[config.mk]
export PLATFORM = sky130hd
export DESIGN_NAME = axi_rd_responder
export DESIGN_NICKNAME = d
export VERILOG_FILES = /design/src/rtl/axi_rd_responder_pkg.sv /design/src/rtl/axi_rd_responder_req_fifo.sv /design/src/rtl/axi_rd_responder.sv
export SDC_FILE = /design/constraint.sdc
export NUM_CORES = 1
export LEC_CHECK = 0
export BUFFER_PORTS_ARGS = -buffer_cell sky130_fd_sc_hd__clkbuf_2
export CORE_AREA = 2 2 231 233
export CTS_CLUSTER_DIAMETER = 30
export DETAILED_ROUTE_END_ITERATION = 6
export DIE_AREA = 0 0 233 235
export PLACE_DENSITY = 0.68
export SYNTH_ARGS = -nofsm -noshare
export SYNTH_HDL_FRONTEND = slang
export SYNTH_SLANG_ARGS = --single-unit
[constraint.sdc]
create_clock -name clk -period 10.5 [get_ports clk]
set_clock_uncertainty 0.2 [all_clocks]
set_input_delay 0.525 -clock clk [delete_from_list [all_inputs] [get_ports clk]]
set_output_delay 0.525 -clock clk [all_outputs]
set_load 0.01 [all_outputs]
[src/rtl/axi_rd_responder_pkg.sv]
// Shared types and constants for the AXI read responder and its request FIFO.
// The stall LFSR constants are consumed only when AXI_RD_RESP_STALL_EN is defined.
package axi_rd_pkg;

  typedef struct packed {
    logic [63:0] addr;
    logic [7:0]  len;
    logic [3:0]  id;
  } ar_req_t;

  localparam logic [7:0] LFSR_SEED = 8'hA5;
  // Taps 8,6,5,4 of a Fibonacci LFSR, bit 7 being tap 8
  localparam logic [7:0] LFSR_TAPS = 8'hB8;

  typedef enum logic [1:0] {
    IDLE,
    WAIT,
    BURST
  } rd_state_t;

  function automatic logic [7:0] lfsr_next(input logic [7:0] s);
    return {s[6:0], ^(s & LFSR_TAPS)};
  endfunction

endpackage

[src/rtl/axi_rd_responder_req_fifo.sv]
// In-order request queue for the read responder: synchronous FIFO with a
// registered head entry, full/empty flags and an occupancy count.
module axi_req_fifo
  import axi_rd_pkg::*;
#(
  parameter type         T         = ar_req_t,
  parameter int unsigned LOG_DEPTH = 2
) (
  input  logic               clk,
  input  logic               resetN,
  input  logic               push,
  input  T                   din,
  input  logic               pop,
  output T                   head,
  output logic               full,
  output logic               empty,
  output logic [LOG_DEPTH:0] count
);

  localparam int unsigned DEPTH = 1 << LOG_DEPTH;

  T                     mem [DEPTH];
  logic [LOG_DEPTH-1:0] wr_ptr;
  logic [LOG_DEPTH-1:0] rd_ptr;
  logic [LOG_DEPTH-1:0] rd_next;
  logic                 do_push;
  logic                 do_pop;

  assign full    = (count == (LOG_DEPTH+1)'(DEPTH));
  assign empty   = (count == '0);
  assign do_push = push & ~full;
  assign do_pop  = pop & ~empty;
  assign rd_next = rd_ptr + 1'b1;

  always_ff @(posedge clk) begin
    if (do_push) begin
      mem[wr_ptr] <= din;
    end
  end

  always_ff @(posedge clk) begin
    if (!resetN) begin
      wr_ptr <= '0;
      rd_ptr <= '0;
      count  <= '0;
      head   <= '0;
    end else begin
      if (do_push) begin
        wr_ptr <= wr_ptr + 1'b1;
      end
      if (do_pop) begin
        rd_ptr <= rd_next;
      end
      case ({do_push, do_pop})
        2'b10:   count <= count + 1'b1;
        2'b01:   count <= count - 1'b1;
        default: ;
      endcase
      // Head follows the next stored entry, or the incoming one when the queue
      // is (or is about to be) otherwise empty.
      if (do_pop && (count > (LOG_DEPTH+1)'(1))) begin
        head <= mem[rd_next];
      end else if (do_push && (empty || do_pop)) begin
        head <= din;
      end
    end
  end

endmodule

[src/rtl/axi_rd_responder.sv]
// AXI read-channel responder: queues AR bursts and returns address-pattern beats
// after RESP_LATENCY cycles. Optional random R stalls via AXI_RD_RESP_STALL_EN.
module axi_rd_responder
  import axi_rd_pkg::*;
#(
  parameter int ADDR_BITS            = 64,
  parameter int BURST_LEN_WIDTH      = 8,
  parameter int TID_WIDTH            = 4,
  parameter int LOG_BLOCK_DATA_BYTES = 6,
  parameter int LOG_REQ_QUEUE        = 2,
  parameter int RESP_LATENCY         = 4,
  localparam int BLOCK_DATA_SIZE_BITS = 8 << LOG_BLOCK_DATA_BYTES
) (
  input  logic                            clk,
  input  logic                            resetN,
  input  logic                            en,
  input  logic                            s_ar_valid,
  output logic                            s_ar_ready,
  input  logic [BURST_LEN_WIDTH-1:0]      s_ar_len,
  input  logic [ADDR_BITS-1:0]            s_ar_addr,
  input  logic [TID_WIDTH-1:0]            s_ar_id,
  output logic                            s_r_valid,
  input  logic                            s_r_ready,
  output logic                            s_r_last,
  output logic [BLOCK_DATA_SIZE_BITS-1:0] s_r_data,
  output logic [TID_WIDTH-1:0]            s_r_id,
  output logic [LOG_REQ_QUEUE:0]          reqCnt
);

  localparam int NREP  = BLOCK_DATA_SIZE_BITS / ADDR_BITS;
  localparam int LAT_W = (RESP_LATENCY < 1) ? 1 : $clog2(RESP_LATENCY + 1);

  typedef struct packed {
    logic [ADDR_BITS-1:0]       addr;
    logic [BURST_LEN_WIDTH-1:0] len;
    logic [TID_WIDTH-1:0]       id;
  } req_t;

  rd_state_t                  state;
  rd_state_t                  state_d;
  logic [LAT_W-1:0]           cnt;
  logic [LAT_W-1:0]           cnt_d;
  logic [BURST_LEN_WIDTH-1:0] beat;
  logic [BURST_LEN_WIDTH-1:0] beat_d;
  logic                       ar_ok;
  req_t                       ar_req;
  req_t                       head;
  logic                       full;
  logic                       empty;
  logic                       push;
  logic                       pop;
  logic                       in_burst;
  logic                       beat_last;
  logic                       r_hs;
  logic                       more_work;
  logic                       launch;
  logic [ADDR_BITS-1:0]       beat_addr;

  assign ar_req     = {s_ar_addr, s_ar_len, s_ar_id};
  assign s_ar_ready = en & ~full & ar_ok;
  assign push       = s_ar_valid & s_ar_ready;

  axi_req_fifo #(
    .T         (req_t),
    .LOG_DEPTH (LOG_REQ_QUEUE)
  ) u_req_fifo (
    .clk    (clk),
    .resetN (resetN),
    .push   (push),
    .din    (ar_req),
    .pop    (pop),
    .head   (head),
    .full   (full),
    .empty  (empty),
    .count  (reqCnt)
  );

  assign in_burst  = (state == BURST);
  assign beat_last = (beat == head.len);

`ifdef AXI_RD_RESP_STALL_EN
  logic [7:0] lfsr;
  logic       valid_q;

  always_ff @(posedge clk) begin
    if (!resetN) begin
      lfsr    <= LFSR_SEED;
      valid_q <= 1'b0;
    end else begin
      lfsr    <= lfsr_next(lfsr);
      valid_q <= s_r_valid & ~s_r_ready;
    end
  end

  // A beat already offered stays offered; only a fresh beat may be withheld.
  assign s_r_valid = in_burst & (valid_q | ~lfsr[7]);
`else
  assign s_r_valid = in_burst;
`endif

  assign r_hs      = s_r_valid & s_r_ready;
  assign pop       = r_hs & beat_last;
  assign more_work = (reqCnt > (LOG_REQ_QUEUE+1)'(1)) | push;

  assign beat_addr = head.addr + (ADDR_BITS'(beat) << LOG_BLOCK_DATA_BYTES);
  assign s_r_data  = in_burst ? {NREP{beat_addr}} : '0;
  assign s_r_last  = in_burst & beat_last;
  assign s_r_id    = in_burst ? head.id : '0;

  always_comb begin
    state_d = state;
    cnt_d   = cnt;
    beat_d  = beat;
    launch  = 1'b0;
    case (state)
      IDLE: begin
        launch = en & (~empty | push);
      end
      WAIT: begin
        if (en) begin
          if (cnt <= LAT_W'(1)) begin
            state_d = BURST;
          end else begin
            cnt_d = cnt - 1'b1;
          end
        end
      end
      BURST: begin
        if (r_hs) begin
          if (beat_last) begin
            beat_d  = '0;
            state_d = IDLE;
            launch  = en & more_work;
          end else begin
            beat_d = beat + 1'b1;
          end
        end
      end
      default: state_d = IDLE;
    endcase
    // Launch decision is made at the eligibility edge, so a latency of one
    // skips WAIT entirely and larger latencies preload latency-1.
    if (launch) begin
      if (RESP_LATENCY <= 1) begin
        state_d = BURST;
      end else begin
        state_d = WAIT;
        cnt_d   = LAT_W'(RESP_LATENCY - 1);
      end
    end
  end

  always_ff @(posedge clk) begin
    if (!resetN) begin
      state <= IDLE;
      cnt   <= '0;
      beat  <= '0;
      ar_ok <= 1'b0;
    end else begin
      state <= state_d;
      cnt   <= cnt_d;
      beat  <= beat_d;
      ar_ok <= 1'b1;
    end
  end

endmodule
; Word level (Yosys, flattened, before mapping)
; Memories as Yosys holds them, arrays and structs flattened.
; Cells that the tools add are included.
[classes]
add_sub_neg = 7
order_cmp = 2
eq_ne = 16
n_reduce_logical = 15
mux = 22
mul = 0
shift = 0
bitwise = 17
div_mod_pow = 0
[ops]
columns = operator, count
row1 = 2-to-1 mux 512 bit, 1
row2 = 2-to-1 mux 76 bit, 2
row3 = adder 64 x 14 -> 64 bit, 1
row4 = 2-to-1 mux 2 bit, 8
row5 = AND 1 bit, 10
row6 = AND reduction 5 bit, 2
row7 = adder 8 x 1 -> 8 bit (second input constant), 1
row8 = == test 8 bit, 1
row9 = 2-to-1 mux 8 bit, 1
row10 = inequality test 2 bit (second input constant), 4
row11 = nonzero test 2 bit, 4
row12 = 2-to-1 mux 1 bit, 6
row13 = inequality test 3 x 1 -> 1 bit (second input constant), 2
row14 = inequality test 3 bit (second input constant), 2
row15 = one-hot mux 2 bit (3 select lines), 1
row16 = one-hot mux 3 bit (2 select lines), 1
row17 = AND reduction 3 bit, 2
row18 = subtractor 3 x 1 -> 3 bit (second input constant), 2
row19 = inverter 1 bit, 5
row20 = adder 2 x 1 -> 2 bit (second input constant), 2
row21 = == test 2 x 1 -> 1 bit (second input constant), 2
row22 = == test 2 bit (second input constant), 2
row23 = 2-to-1 mux 4 bit, 1
row24 = inequality test 2 x 1 -> 1 bit (second input constant), 2
row25 = 12 further kinds, 14
[totals]
ram_bits = 304
latch_bits = 0
output_inout_bits = 522
wordCells = 92
regBits = 97
inputBits = 81
romBits = 0
n_memories = 1
[memory_table]
columns = name, depth, word_bits, read_ports, rd_ports_with_merged_regs, wr, line
row1 = u_req_fifo.mem, 4, 76, 1, 0, 1, axi_rd_responder_req_fifo.sv:22  ; T mem [DEPTH];

; Logic depth before layout (Yosys ltp)
[depth]
depth_word = 12
depth_mapped = 10
ltp_nobuf = 9

; Cells and area by module
; From an unflattened synthesis, not the netlist that was laid out.
[hier_totals]
hier_cells = 1724
area_unflattened_um2 = 20856.3
[modules_own_cells]
columns = mod, area_each_um2, cells_each, n_inst, seq_area_each_um2
row1 = axi_req_fifo, 14861.8, 884, 1, 10790.3
row2 = axi_rd_responder, 5994.5, 840, 1, 280.3

; Worst setup path before layout
; No wires, ideal clock.
[synth_timing]
path_type = register -> output
from = register beat[0]
to = output port s_r_data[126]
path_buffers = 3
stages_incl_launch_ff = 11
t_arrival_ps = 3018
path_slack_ps = 6757
required_time_ps = 9775
cell_sequence = dfxtp_1 > ha_1 > fa_1 > a211oi_1 > nor3b_1 > o21ai_0 > clkbuf_1 > clkbuf_1 > o41ai_1 > a21oi_1 > buf_4
[synth_between]
elab_chain_cells = 2
[synth_rtl]
columns = item, line
row1 = "start, declared", axi_rd_responder.sv:43  ; logic [BURST_LEN_WIDTH-1:0] beat;
row2 = "start signal, assigned", axi_rd_responder.sv:162  ; beat <= beat_d;
row3 = adder 64 x 14 -> 64 bit, axi_rd_responder.sv:105  ; assign beat_addr = head.addr + (ADDR_BITS'(beat) << LOG_BLOCK_DATA_BYTES);
row4 = 2-to-1 mux 512 bit, axi_rd_responder.sv:106  ; assign s_r_data = in_burst ? {NREP{beat_addr}} : '0;
row5 = "end, declared", axi_rd_responder.sv:25  ; output logic [BLOCK_DATA_SIZE_BITS-1:0] s_r_data,
; No other way between the ends.

; Worst setup path in the final report
[layout_timing]
from = register beat[0]
to = output port s_r_data[280]
; Same word-level chain as after synthesis.

==> summary.md <==
| Metric | Value |
|---|---|
| Vias/cell | 5.24 |
| Maximum clock frequency | 0.191 GHz |
| Max cap viols | 0 |
| Port bufs | 602 |
| Worst reg-to-reg setup slack | 6990 ps |
| Starting DRT DRC Count | 969 |
| Total power | 4.83 mW |
| Gpl congestion | 0.791 |
| Wirelength per Cell | 21.7 um |
| Post-Synthesis Cells | 1,729 |
| Cell total after placement | 2,513 |
| Syn_nets | 1,831 |
| Final Hold Fails | 0 |
| Worst min-delay path category | in -> reg |
| CTS Buf Count | 88 |
| Largest net degree at the start of global routing | 82 |
| Final std cells w/o fill | 2,755 |
| # DRC | 0 |
| Kind of critical path | reg -> out |
| Max FO, Critical Path | 39 |
| Core area | 52,200 um^2 |
| DR WL met2 | 31,600 um |
| Postcts setup bufs | 0 |
| Root buf cell | clkbuf_16 |
| Area grow syn2layout | 21.2% |
| Min cycle time layout | 5230 ps |
| Post-synth EDFFs | 304 |
| Req. time, crit path | 9780 ps |
| Ports | 603 |
| Setup TNS | 0 ps |
| Worst-Skew Late Latency | 620 ps |
| Initial antenna violation count | 3 |
| Die ar. | 54,800 um^2 |
| Row count | 84 |
| Tightest Pin Transition | 1190 ps |
| Syn. warnings | 0 |
| DRT antenna net count | 0 |
| Clock Tree Buf Depth | 3 |
| Tcrit/Tclk final | 49.8% |
| CTS tree | yes |
| First-pass GRT wire length | 86,800 um |
| DR WL met3 | 4080 um |
| Worst vdd ir | 0.130 mV |
| CP endpoint kind | output pin |
| Clk slew on worst S/H paths | 50 ps |
| Post-Syn Area | 20,800 um^2 |
| Power density cells | 192 nW/um^2 |
| CP peak stage delay | 930 ps |
| Sequential share of the synthesized area | 53.3% |
| RSZ-0062 raised after global routing | no |
| Share of layout cells above drive strength 1 | 42.4% |
| Post-synthesis cell type count | 58 |
| GRT Total Usage | 21.3% |
| WHS | 122 ps |
| Filler cells | 4,606 |
| DR pass1 iterations | 5 |
| Slowest stage cell, crit path | a21oi_1 |
| Normalized max-slew margin | 20.6% |
| Avg Cell Area, Syn | 12.0 um^2 |
| CP startpoint kind | flip-flop |
| Synthesis-stage register bit count | 401 |
| Vias in the first global route | 14,100 |
| Layout Nets | 2,093 |
| Max layer used | met5 |
| Data arrival, critical path | 4510 ps |
| Util after Layout | 48.2% |
| Critical path, cell by cell | ha_1 -> fa_1 -> a211oi_1 -> nor3b_1 -> o21ai_4 -> buf_4 -> or4_1 -> a21oi_1 -> clkbuf_2 |
| Most used DFF post-synth | edfxtp_1 |
| GRT overflow | 0 |
| Endpoints failing setup | 0 |
| Most common cell after layout, fill and taps aside | clkbuf_2 |
| Depth of the CTS H-tree | 3 |
| Leakage power | 9.92 nW |
| Starting Density | 39.8% |
| Die X | 233 um |
| Vias | 14,400 |
| Dpl hpwl | 37,400 um |
| Drt total wl | 59,800 um |
| # resized after CTS | 0 |
| CTS sink count | 401 |
| Most frequent cells in the layout | clkbuf_2 (602), edfxtp_1 (304), inv_1 (163), dfxtp_1 (95), o21ai_0 (92) |
| Chip Height | 235 um |
| FFs w/ async S/R, synth | 0% |
| Fin. max-slew vios | 0 |
| Post-Route M1 WL | 22,800 um |
| Run status | finished clean |
cell usage after synthesis, types with 4 or more instances:
cell       instances  area share, %
o2111ai_1          8           0.34
a221oi_1          77            3.2
a21oi_1           55            1.3
inv_1            163            2.9
clkbuf_1          71            1.3
nand2_1           33           0.60
buf_4            448             16
ha_1              20            1.2
o31ai_1           28            1.0
nor4_1             9           0.27
a211oi_1           6           0.22
and4_1             7           0.30
or3_1             11           0.33
nor2_1            47           0.85
and3_1             6           0.18
nor3_1             8           0.19
xor2_1            10           0.42
o21ai_0           93            2.2
nand4_1           20           0.60
o211ai_1           6           0.22
o41ai_1           10           0.42
nand3_1           18           0.43
xnor2_1           16           0.67
a21o_1             4           0.14
mux4_2            76            8.2
and2_1             8           0.24
or4_1             30            1.1
edfxtp_1         304             44
dfxtp_1           97            9.3
buf_1              5          0.090
registers in the layout (all words and copies together) (netlist names):
signal and cells:
cnt 3, ar_ok 1, u_req_fifo.wr_ptr 2, u_req_fifo.head 76, u_req_fifo.mem 304, state 2
beat 8, u_req_fifo.count 3, u_req_fifo.rd_ptr 2
metal layers:
metal	vias to the layer above	global-route usage, %
met4	2	6.41
met5	-	0
met3	89	4.09
met2	731	38.8
li1	6418	-
met1	7204	25.1
critical path, delay by kind of cell (launching register included):
kind	cells	cell delay, ps
compound gates	3	1160
fa+ha+maj	2	510
buf+inv	2	590
flops	1	460
simple gates	2	1170
repair_timing:
action / in CTS / in global routing
hold endpoints to repair: 371 / 0
hold buffers: 76 / 0
endpoints found under the setup margin: 0 / 0
per-stage QoR:
stage | area (um^2) | setup slack [ps]
floorplan | 20800 | 6760
global placement | 21200 | 6100
detailed placement | 21200 | 5980
CTS | 25200 | 5270
global route | 25200 | 5090
finish | 25200 | 5270
worst paths after layout:
kind / to / start / cells past startpoint
max: s_r_data[280] / beat[0]$_SDFFE_PN0P_ / 9
min: cnt[1]$_SDFFE_PN0P_ / en / 3
max reg2reg: u_req_fifo.head[40]$_SDFFE_PN0P_ / state[1]$_SDFFE_PP0P_ / 6
min reg2reg: u_req_fifo.head[13]$_SDFFE_PN0P_ / u_req_fifo.head[13]$_SDFFE_PN0P_ / 2
logic make-up after synthesis:
logic type	count (synthesis)	share of synthesized area [%]
AOI/OAI and AO/OA	298	9.59
xor gates and xnor gates	26	1.10
adders and majority gates	21	1.30
buffers and inverters	693	20.7
DFF	401	53.3
muxes	77	8.29
and+or+nand+nor	213	5.72
cell type report:
class / count / area (um^2) / area share [%]
diodes: 1 / 2.50 / 0.00994
clock buffers: 101 / 2320 / 9.23
clock inverters: 64 / 891 / 3.54
inverters: 165 / 619 / 2.46
multi-input cells: 635 / 5460 / 21.7
flip-flops and latches: 401 / 11100 / 44.0
well taps: 688 / 861 / 3.42
repair buffers: 700 / 3940 / 15.6
report_power, final:
part	switching, mW	total, mW	internal (mW)
logic	0.0838	0.137	0.0533
registers	0.0119	1.74	1.73
clock network	0.936	2.95	2.02
total	1.03	4.83	3.80
Power figures use the tool's default switching activity.
